## config.mk

```make
export PLATFORM = sky130hd
export DESIGN_NAME = irq_ctrl
export DESIGN_NICKNAME = d
export VERILOG_FILES = /design/src/rtl/irq_ctrl_pkg.sv /design/src/rtl/irq_ctrl_sync.sv /design/src/rtl/irq_ctrl.sv
export SDC_FILE = /design/constraint.sdc
export NUM_CORES = 1
export LEC_CHECK = 0
export CAP_MARGIN = 30
export CORE_AREA = 3 3 95 97
export CTS_BUF_LIST = sky130_fd_sc_hd__clkbuf_8
export CTS_CLUSTER_SIZE = 8
export DETAILED_ROUTE_END_ITERATION = 8
export DIE_AREA = 0 0 98 100
export GPL_TIMING_DRIVEN = 0
export SETUP_SLACK_MARGIN = 0.5
export SYNTH_ARGS = -nofsm -noshare
export SYNTH_HDL_FRONTEND = slang
export SYNTH_HIERARCHICAL = 1
export SYNTH_SLANG_ARGS = --single-unit
```

## constraint.sdc

```tcl
create_clock -name clk -period 2 [get_ports clk]
set_input_delay 0.6 -clock clk [delete_from_list [all_inputs] [get_ports clk]]
set_output_delay 0.6 -clock clk [all_outputs]
set_load 0.02 [all_outputs]
```

## src/rtl/irq_ctrl_pkg.sv

```systemverilog
// irq_ctrl_pkg: shared constants for the interrupt controller.
//   Register offsets on reg_adr[3:2] and the "no source" claim ID.
package irq_ctrl_pkg;

    localparam logic [1:0] IRQ_ENABLE  = 2'd0;
    localparam logic [1:0] IRQ_MODE    = 2'd1;
    localparam logic [1:0] IRQ_PENDING = 2'd2;
    localparam logic [1:0] IRQ_CLAIM   = 2'd3;

    localparam int ID_NONE = 0;

endpackage

```

## src/rtl/irq_ctrl_sync.sv

```systemverilog
// irq_sync: per-source synchronizer and rising-edge detector.
//   clk, rst_n : core clock, synchronous active-low reset
//   irq_in     : asynchronous source
//   lvl        : synchronized level (last sync flop)
//   rise       : 0->1 between last sync flop and the detect flop
module irq_sync #(
    parameter int SYNC_STAGES = 2
) (
    input  logic clk,
    input  logic rst_n,
    input  logic irq_in,
    output logic lvl,
    output logic rise
);

    logic [SYNC_STAGES-1:0] sync_q;
    logic                   det_q;

    always_ff @(posedge clk) begin
        if (!rst_n) begin
            sync_q <= '0;
            det_q  <= 1'b0;
        end else begin
            sync_q <= {sync_q[SYNC_STAGES-2:0], irq_in};
            det_q  <= sync_q[SYNC_STAGES-1];
        end
    end

    assign lvl  = sync_q[SYNC_STAGES-1];
    assign rise = sync_q[SYNC_STAGES-1] & ~det_q;

endmodule

```

## src/rtl/irq_ctrl.sv

```systemverilog
// irq_ctrl: multi-source machine-level interrupt controller.
//   clk, rst_n     : core clock, synchronous active-low reset
//   irq_in         : N_IRQ asynchronous sources, active high
//   csr_meie       : machine external interrupt enable
//   reg_we/reg_re  : register write / read strobes
//   reg_adr        : register select (ENABLE, MODE, PENDING, CLAIM)
//   reg_wdata      : write data
//   reg_rdata      : registered read data, holds until the next read
//   g_interrupt    : registered interrupt request to the pipeline
module irq_ctrl
    import irq_ctrl_pkg::*;
#(
    parameter int N_IRQ       = 8,
    parameter int SYNC_STAGES = 2,
    parameter int ID_W        = $clog2(N_IRQ + 1)
) (
    input  logic             clk,
    input  logic             rst_n,
    input  logic [N_IRQ-1:0] irq_in,
    input  logic             csr_meie,
    input  logic             reg_we,
    input  logic             reg_re,
    input  logic [3:2]       reg_adr,
    input  logic [31:0]      reg_wdata,
    output logic [31:0]      reg_rdata,
    output logic             g_interrupt
);

    logic [N_IRQ-1:0] lvl, rise;
    logic [N_IRQ-1:0] enable_q, mode_q, pending_q, pend_d;
    logic [ID_W-1:0]  insvc_q;

    for (genvar i = 0; i < N_IRQ; i++) begin : g_src
        irq_sync #(.SYNC_STAGES(SYNC_STAGES)) u_sync (
            .clk    (clk),
            .rst_n  (rst_n),
            .irq_in (irq_in[i]),
            .lvl    (lvl[i]),
            .rise   (rise[i])
        );
    end

    // Fixed priority: lowest index wins. cand_oh isolates the lowest set bit.
    logic [N_IRQ-1:0] act, cand_oh;
    logic [ID_W-1:0]  cand_id;
    logic             cand_hit;

    assign act      = pending_q & enable_q;
    assign cand_oh  = act & (~act + N_IRQ'(1));
    assign cand_hit = |act;

    always_comb begin
        cand_id = ID_W'(ID_NONE);
        for (int i = N_IRQ - 1; i >= 0; i--)
            if (act[i]) cand_id = ID_W'(i + 1);
    end

    logic [N_IRQ-1:0] wbits;
    logic             idle, wr_en, wr_mode, wr_pend, wr_claim, rd_claim;
    logic             claim_go, complete_go;

    assign wbits    = reg_wdata[N_IRQ-1:0];
    assign idle     = (insvc_q == ID_W'(ID_NONE));
    assign wr_en    = reg_we && reg_adr == IRQ_ENABLE;
    assign wr_mode  = reg_we && reg_adr == IRQ_MODE;
    assign wr_pend  = reg_we && reg_adr == IRQ_PENDING;
    assign wr_claim = reg_we && reg_adr == IRQ_CLAIM;
    assign rd_claim = reg_re && reg_adr == IRQ_CLAIM;

    // A simultaneous read+write on CLAIM performs only the complete.
    assign claim_go    = rd_claim && !wr_claim && idle && cand_hit;
    assign complete_go = wr_claim && !idle && (reg_wdata[ID_W-1:0] == insvc_q);

    // Edge bits: clears from claim / W1C, then a new rise overrides (set wins).
    // Level bits track the synced level; a level->edge MODE write drops the
    // stale level state, keeping only a rise in that same cycle.
    logic [N_IRQ-1:0] edge_next, lvl_next, clr_mask, to_edge;

    assign clr_mask  = (claim_go ? cand_oh : '0) | (wr_pend ? wbits : '0);
    assign to_edge   = wr_mode ? wbits : '0;
    assign edge_next = (pending_q & ~clr_mask) | rise;
    assign lvl_next  = (lvl & ~to_edge) | (rise & to_edge);
    assign pend_d    = (mode_q & edge_next) | (~mode_q & lvl_next);

    always_ff @(posedge clk) begin
        if (!rst_n) begin
            enable_q    <= '0;
            mode_q      <= '0;
            pending_q   <= '0;
            insvc_q     <= '0;
            reg_rdata   <= '0;
            g_interrupt <= 1'b0;
        end else begin
            pending_q   <= pend_d;
            g_interrupt <= csr_meie & idle & cand_hit;
            if (wr_en)   enable_q <= wbits;
            if (wr_mode) mode_q   <= wbits;
            if (complete_go)   insvc_q <= ID_W'(ID_NONE);
            else if (claim_go) insvc_q <= cand_id;
            // Reads use pre-write state, so a same-cycle write is not visible.
            if (reg_re) begin
                case (reg_adr)
                    IRQ_ENABLE:  reg_rdata <= 32'(enable_q);
                    IRQ_MODE:    reg_rdata <= 32'(mode_q);
                    IRQ_PENDING: reg_rdata <= 32'(pending_q);
                    default:     reg_rdata <= claim_go ? 32'(cand_id) : '0;
                endcase
            end
        end
    end

    logic unused_wdata;
    assign unused_wdata = ^reg_wdata;

endmodule

```

==> reports/metrics.cfg <==
[outcome]
outcome=finished, final reports clean

[final_layout]
syn2layout_area_growth_pct=33.5
n_antenna_cell=0
design_area_um2=3860
n_fill_cell=816
nNetsFinal=441
drive_gt1_frac=0.326
mostFrequentLayoutCell=dfxtp_1
mostFrequentLayoutCells=dfxtp_1 (53), buf_4 (41), nand2_1 (27)

[synth]
ys_warn_count=6
synth_top_area_frac=0.422
synth_edf_count=0
synth_area_per_cell_um2=9.12
synthArstFlopShare=0
yosysTopAreaCell=dfxtp_1
synth_flop_cell=dfxtp_1
synth_seq_area_share=0.422
synth_cells=317
ys_ff_latch=61
synth_area_um2=2890
yosysUniqueCellTypes=53
synthTopCellsByArea=dfxtp_1 (42%), buf_4 (6.2%), and2_1 (5.2%)

[clock_tree]
root_buffer=clkbuf_8
clk_latency_ns=0.34
cts_buffers=9
cts_buffer_depth=2
cts_sinks=61
tritoncts=built
cts_hold_repair.buffers=0
path_clk_slew_ns=0.06
h-tree-depth=3

[sta]
rsz0062_at_grt=true
maxSlewViolCount=0
max_freq_mhz=582
hold_ws_ns=0.425
finalCritPeriodShare=0.858
hold_viol_final=0
worst-slew-pin-transition_ns=0.507
finalClockSkew_ns=0.00388
finalCriticalPeriod_ns=1.72
relSlewSlack=0.662
setup_viol=0

[global_route]
antenna_found_initial=0
grt_max_degree=28
grt-ovfl-total=0
grt_usage=0.155
grt_pass1_vias=2375
grt_pass1_wl_um=12000

[worst_setup_path]
worstPathMaxFanout=6
cp-end-kind=flip-flop
r2r-start=pending_q[1]
worstPathRequired_ns=2.23
reg2reg_depth=5
cp_slowest_cell=a222oi_1
crit_path_max_incr_delay_ns=0.47
cp-start-kind=flip-flop
cp_top_family=compound AO/OA/AOI/OAI gates
cp.arrival_ns=1.95
worstPathCellList=a222oi_1, nand4_1, nand3_4, o21ba_4, o21a_1
r2r_end=insvc_q[0]
ff2ff_setup_slack_ns=0.28
path_buf_inv=0
path_class=flip-flop to flip-flop

[detailed_routing]
num_vias=2456
avgViaCountPerCell=4.87
drt_iter0_drc=145
postRouteAntennaNets=0
dr.pass1.iters=5
routed_wl_um=7250
drc_errors=0
routed_wire_length_per_instance_um=14.4

[job]
drv_cap=0

[floorplan]
dieArea_um2=9800
die-height_um=100
core_area_um2=8220
ioPinCount=80
die_w_um=98
fp-row-count=33
initial_utilization=0.352

[power]
p_leak_nw=1.64
vdd_drop_max_mv=0.418
power_density_nw_per_um2=706

[hold_path]
holdPathEnd=g_src[3].u_sync/sync_q[1]
holdCritPathClass=flip-flop to flip-flop
whs_path_depth=1
min-delay-start=g_src[3].u_sync/sync_q[0]

[placed_design]
dpl_cell_area_um2=3520
dp_hpwl_um=4980
io_buffers=29
place_congestion=0.851

routing by layer:
layer,GRT usage,up-vias,part of all wire
met5,0,-,0
li1,-,1217,-
met3,0.0500,11,0.063
met1,0.195,1146,0.45
met2,0.249,82,0.47
met4,0.0607,0,0.020
worst register-to-register path: stages, from the launching register on:
cell and delay [ns]:
dfxtp_2 0.35, a222oi_1 0.47, nand4_1 0.26, nand3_4 0.19, o21ba_4 0.18, o21a_1 0.16
worst max-delay path by stage:
stage	startpoint	end	slack, ns	cells past startpoint
after floorplan	reg_adr[3]	pending_q[3]	0.28	7
after global placement	rst_n	reg_rdata[4]	-0.72	4
after detailed placement	rst_n	enable_q[5]	-0.65	4
after CTS	pending_q[2]	reg_rdata[1]	0.34	5
after global routing	pending_q[1]	pending_q[4]	0.21	6
final	pending_q[1]	insvc_q[0]	0.28	5
state kept, by name, summed over array words and instances (netlist names):
name and count:
pending_q 8, enable_q 8, reg_rdata 8, g_src.u_sync/sync_q 16
g_src.u_sync/det_q 8, insvc_q 4, g_interrupt 1, mode_q 8
synthesized netlist by cell type, types with 6 or more instances:
| cell type | instances |
|---|---|
| dfxtp_1 | 61 |
| and2_1 | 24 |
| clkbuf_1 | 6 |
| a211oi_1 | 6 |
| nor2b_4 | 8 |
| nand3_1 | 7 |
| inv_1 | 8 |
| mux2i_1 | 13 |
| buf_4 | 24 |
| nand2_1 | 32 |
| nor2_1 | 22 |
| o21ai_0 | 7 |
| a21oi_1 | 23 |
layout make-up:
class / count / area [um2] / share of cell area
flip-flops and latches: 61 / 1230 / 0.320
well taps: 105 / 131 / 0.0340
clock buffers: 10 / 138 / 0.0357
plain buffers: 35 / 258 / 0.0668
repair buffers: 43 / 354 / 0.0917
multi-input cells: 236 / 1660 / 0.430
clock inverters: 6 / 53.8 / 0.0139
inverters: 8 / 30.0 / 0.00778
kinds of logic after synthesis:
logic type | Yosys count | share of synthesized area
muxes | 20 | 0.0723
other | 1 | 0.00130
AOI/OAI and AO/OA | 66 | 0.152
buffers and inverters | 43 | 0.0891
xor gates and xnor gates | 4 | 0.0121
and+or+nand+nor | 122 | 0.251
DFF | 61 | 0.422
where the power goes:
group | internal (W) | switching, W | total, W
sequential | 0.00126 | 0.0000349 | 0.00130
combinational | 0.000169 | 0.000195 | 0.000363
clock | 0.000595 | 0.000471 | 0.00107
what timing repair did:
action                     4_1_cts  5_1_grt
setup endpoints to repair       70       29
resized for setup               89       12
pin swaps                       21        4
buffers inserted                13        1
through the flow:
step	worst slack [ns]	instances	total power, W	TNS, ns	util
CTS	0.342	503	0.00276	0	0.465
finish	0.283	504	0.00273	0	0.470
detailed placement	-0.646	474	0.00168	-20.57	0.428
global placement	-0.722	474	0.00167	-21.34	0.428
global route	0.210	504	0.00285	0	0.470
floorplan	0.283	340	0.00155	0	-
Power figures use the tool's default switching activity.
==> RTL edit (config.mk and constraints unchanged) <==
Set the parameter `N_IRQ` to 4 (it was 8).
--- a/src/rtl/irq_ctrl.sv
+++ b/src/rtl/irq_ctrl.sv
@@ -11,5 +11,5 @@
     import irq_ctrl_pkg::*;
 #(
-    parameter int N_IRQ       = 8,
+    parameter int N_IRQ       = 4,
     parameter int SYNC_STAGES = 2,
     parameter int ID_W        = $clog2(N_IRQ + 1)
Ports: changed (resized irq_in); port bits go from 80 to 76. The function was not compared with the original's and may differ.
==> RTL edit against the unedited design <==
Setup slack better by 0.26 ns. Sequential share of layout area decreased by 3.0 points. Critical path depth unchanged. Clock skew is 0.0024 ns higher. Power fell by 47%. Synthesized cell count down 43%. Final area down 42%. Routed wire length decreased by 52%. Sequential cell count is 29 lower. Synthesized area is 42% lower. Die area unchanged. Critical endpoint is now pending_q[3]$_SDFF_PN0_. Largest cell class unchanged.
==> RTL edit: results (changes against the unedited design) <==
<table>
<tr><th>Metric</th><th>Value</th></tr>
<tr><th colspan="2">Placement</th></tr>
<tr><td>Placed Instance Area</td><td>2100 µm² (-40%)</td></tr>
<tr><td>Buffers on Ports</td><td>16 (-45%)</td></tr>
<tr><td>Global placement routability congestion</td><td>0.850 (about the same)</td></tr>
<tr><th colspan="2">Status</th></tr>
<tr><td>Run status</td><td>completed</td></tr>
<tr><th colspan="2">Cells and area</th></tr>
<tr><td>Sequential fraction of total cell area</td><td>29.0% (-3.0 points)</td></tr>
<tr><td>Share of final layout cell area taken by non-clock buffers</td><td>18.6% (+2.8 points)</td></tr>
<tr><td>Buffers, non-clock</td><td>51 (-35%)</td></tr>
<tr><td>Multi-input logic portion of the cell area</td><td>40.6% (-2.5 points)</td></tr>
<tr><td>Layout Cell Area excl Fill</td><td>2230 µm² (-42%)</td></tr>
<tr><th colspan="2">Critical path</th></tr>
<tr><td>Startpoint of the most critical register-to-register path</td><td>insvc_q[2]$_SDFFE_PP0P_</td></tr>
<tr><td>Register-to-Register Setup Slack</td><td>0.57 ns (+0.29 ns)</td></tr>
<tr><th colspan="2">Timing</th></tr>
<tr><td>Highest achievable clock rate</td><td>0.687 GHz (+18%)</td></tr>
<tr><td>Worst clock skew</td><td>0.00625 ns (+0.00237 ns)</td></tr>
<tr><td>Fin Hold WS</td><td>0.426 ns (+0.00129 ns)</td></tr>
<tr><th colspan="2">Global routing</th></tr>
<tr><td>GRT Util Overall</td><td>7.37% (-8.1 points)</td></tr>
<tr><td>Pin count of the biggest net entering global routing</td><td>14 (-50%)</td></tr>
<tr><th colspan="2">Detailed routing</th></tr>
<tr><td>Routed via count</td><td>1262 (-49%)</td></tr>
<tr><td>Average wire length per cell after detail routing</td><td>10.3 µm (-29%)</td></tr>
<tr><th colspan="2">Synthesis</th></tr>
<tr><td>Compound-Gate Fraction of Synth Area</td><td>14.0% (-1.3 points)</td></tr>
<tr><td>Post-synth top cells</td><td>dfxtp_1, buf_4, and2_1, nand2_1</td></tr>
<tr><td>Synthesized flop and latch total</td><td>32 (-48%)</td></tr>
<tr><td>XOR/XNOR Fraction of Synth Area</td><td>1.04% (-0.17 points)</td></tr>
<tr><th colspan="2">Power</th></tr>
<tr><td>Sw power</td><td>362 µW (-48%)</td></tr>
<tr><td>Fraction of power spent switching nets</td><td>25.2% (-0.48 points)</td></tr>
<tr><td>IR Drop Worst-Case VDD</td><td>218 µV (-48%)</td></tr>
<tr><th colspan="2">CTS</th></tr>
<tr><td>Clock insertion delay at the later pin of the skew report</td><td>0.28 ns (-0.06 ns)</td></tr>
<tr><td>H-tree lvl count</td><td>2 (-1)</td></tr>
</table>
==> RTL edit: changes by cell type in the layout (fill, tap and decap cells not counted), sizes merged, moves of 11 or more <==
cell,unedited run,this run
nand2,32,14
dfxtp,61,32
a21oi,24,10
nor2,22,10
buf,57,40
and2,25,14
==> RTL edit: repair_timing <==
action | 4_1_cts | 5_1_grt
pin swaps | 2 | 5
setup buffers | 2 | 1
endpoints found under the setup margin | 25 | 11
hold endpoints to repair | 0 | 0
gates resized for setup | 31 | 17
cloned | 0 | 0
==> RTL edit: routing by layer <==
metal / routed length, µm / vias up / GRT usage (%)
met5: 0 / - / 0
met4: 45 / 0 / 2.98
met3: 254 / 6 / 2.99
met2: 1480 / 48 / 11.2
met1: 1690 / 548 / 9.30
li1: - / 660 / -
==> RTL edit: critical path: stages <==
cell and delay, ns:
buf_4 0.15, and3b_2 0.24, nand2_2 0.08, mux2_1 0.32, o221a_1 0.22
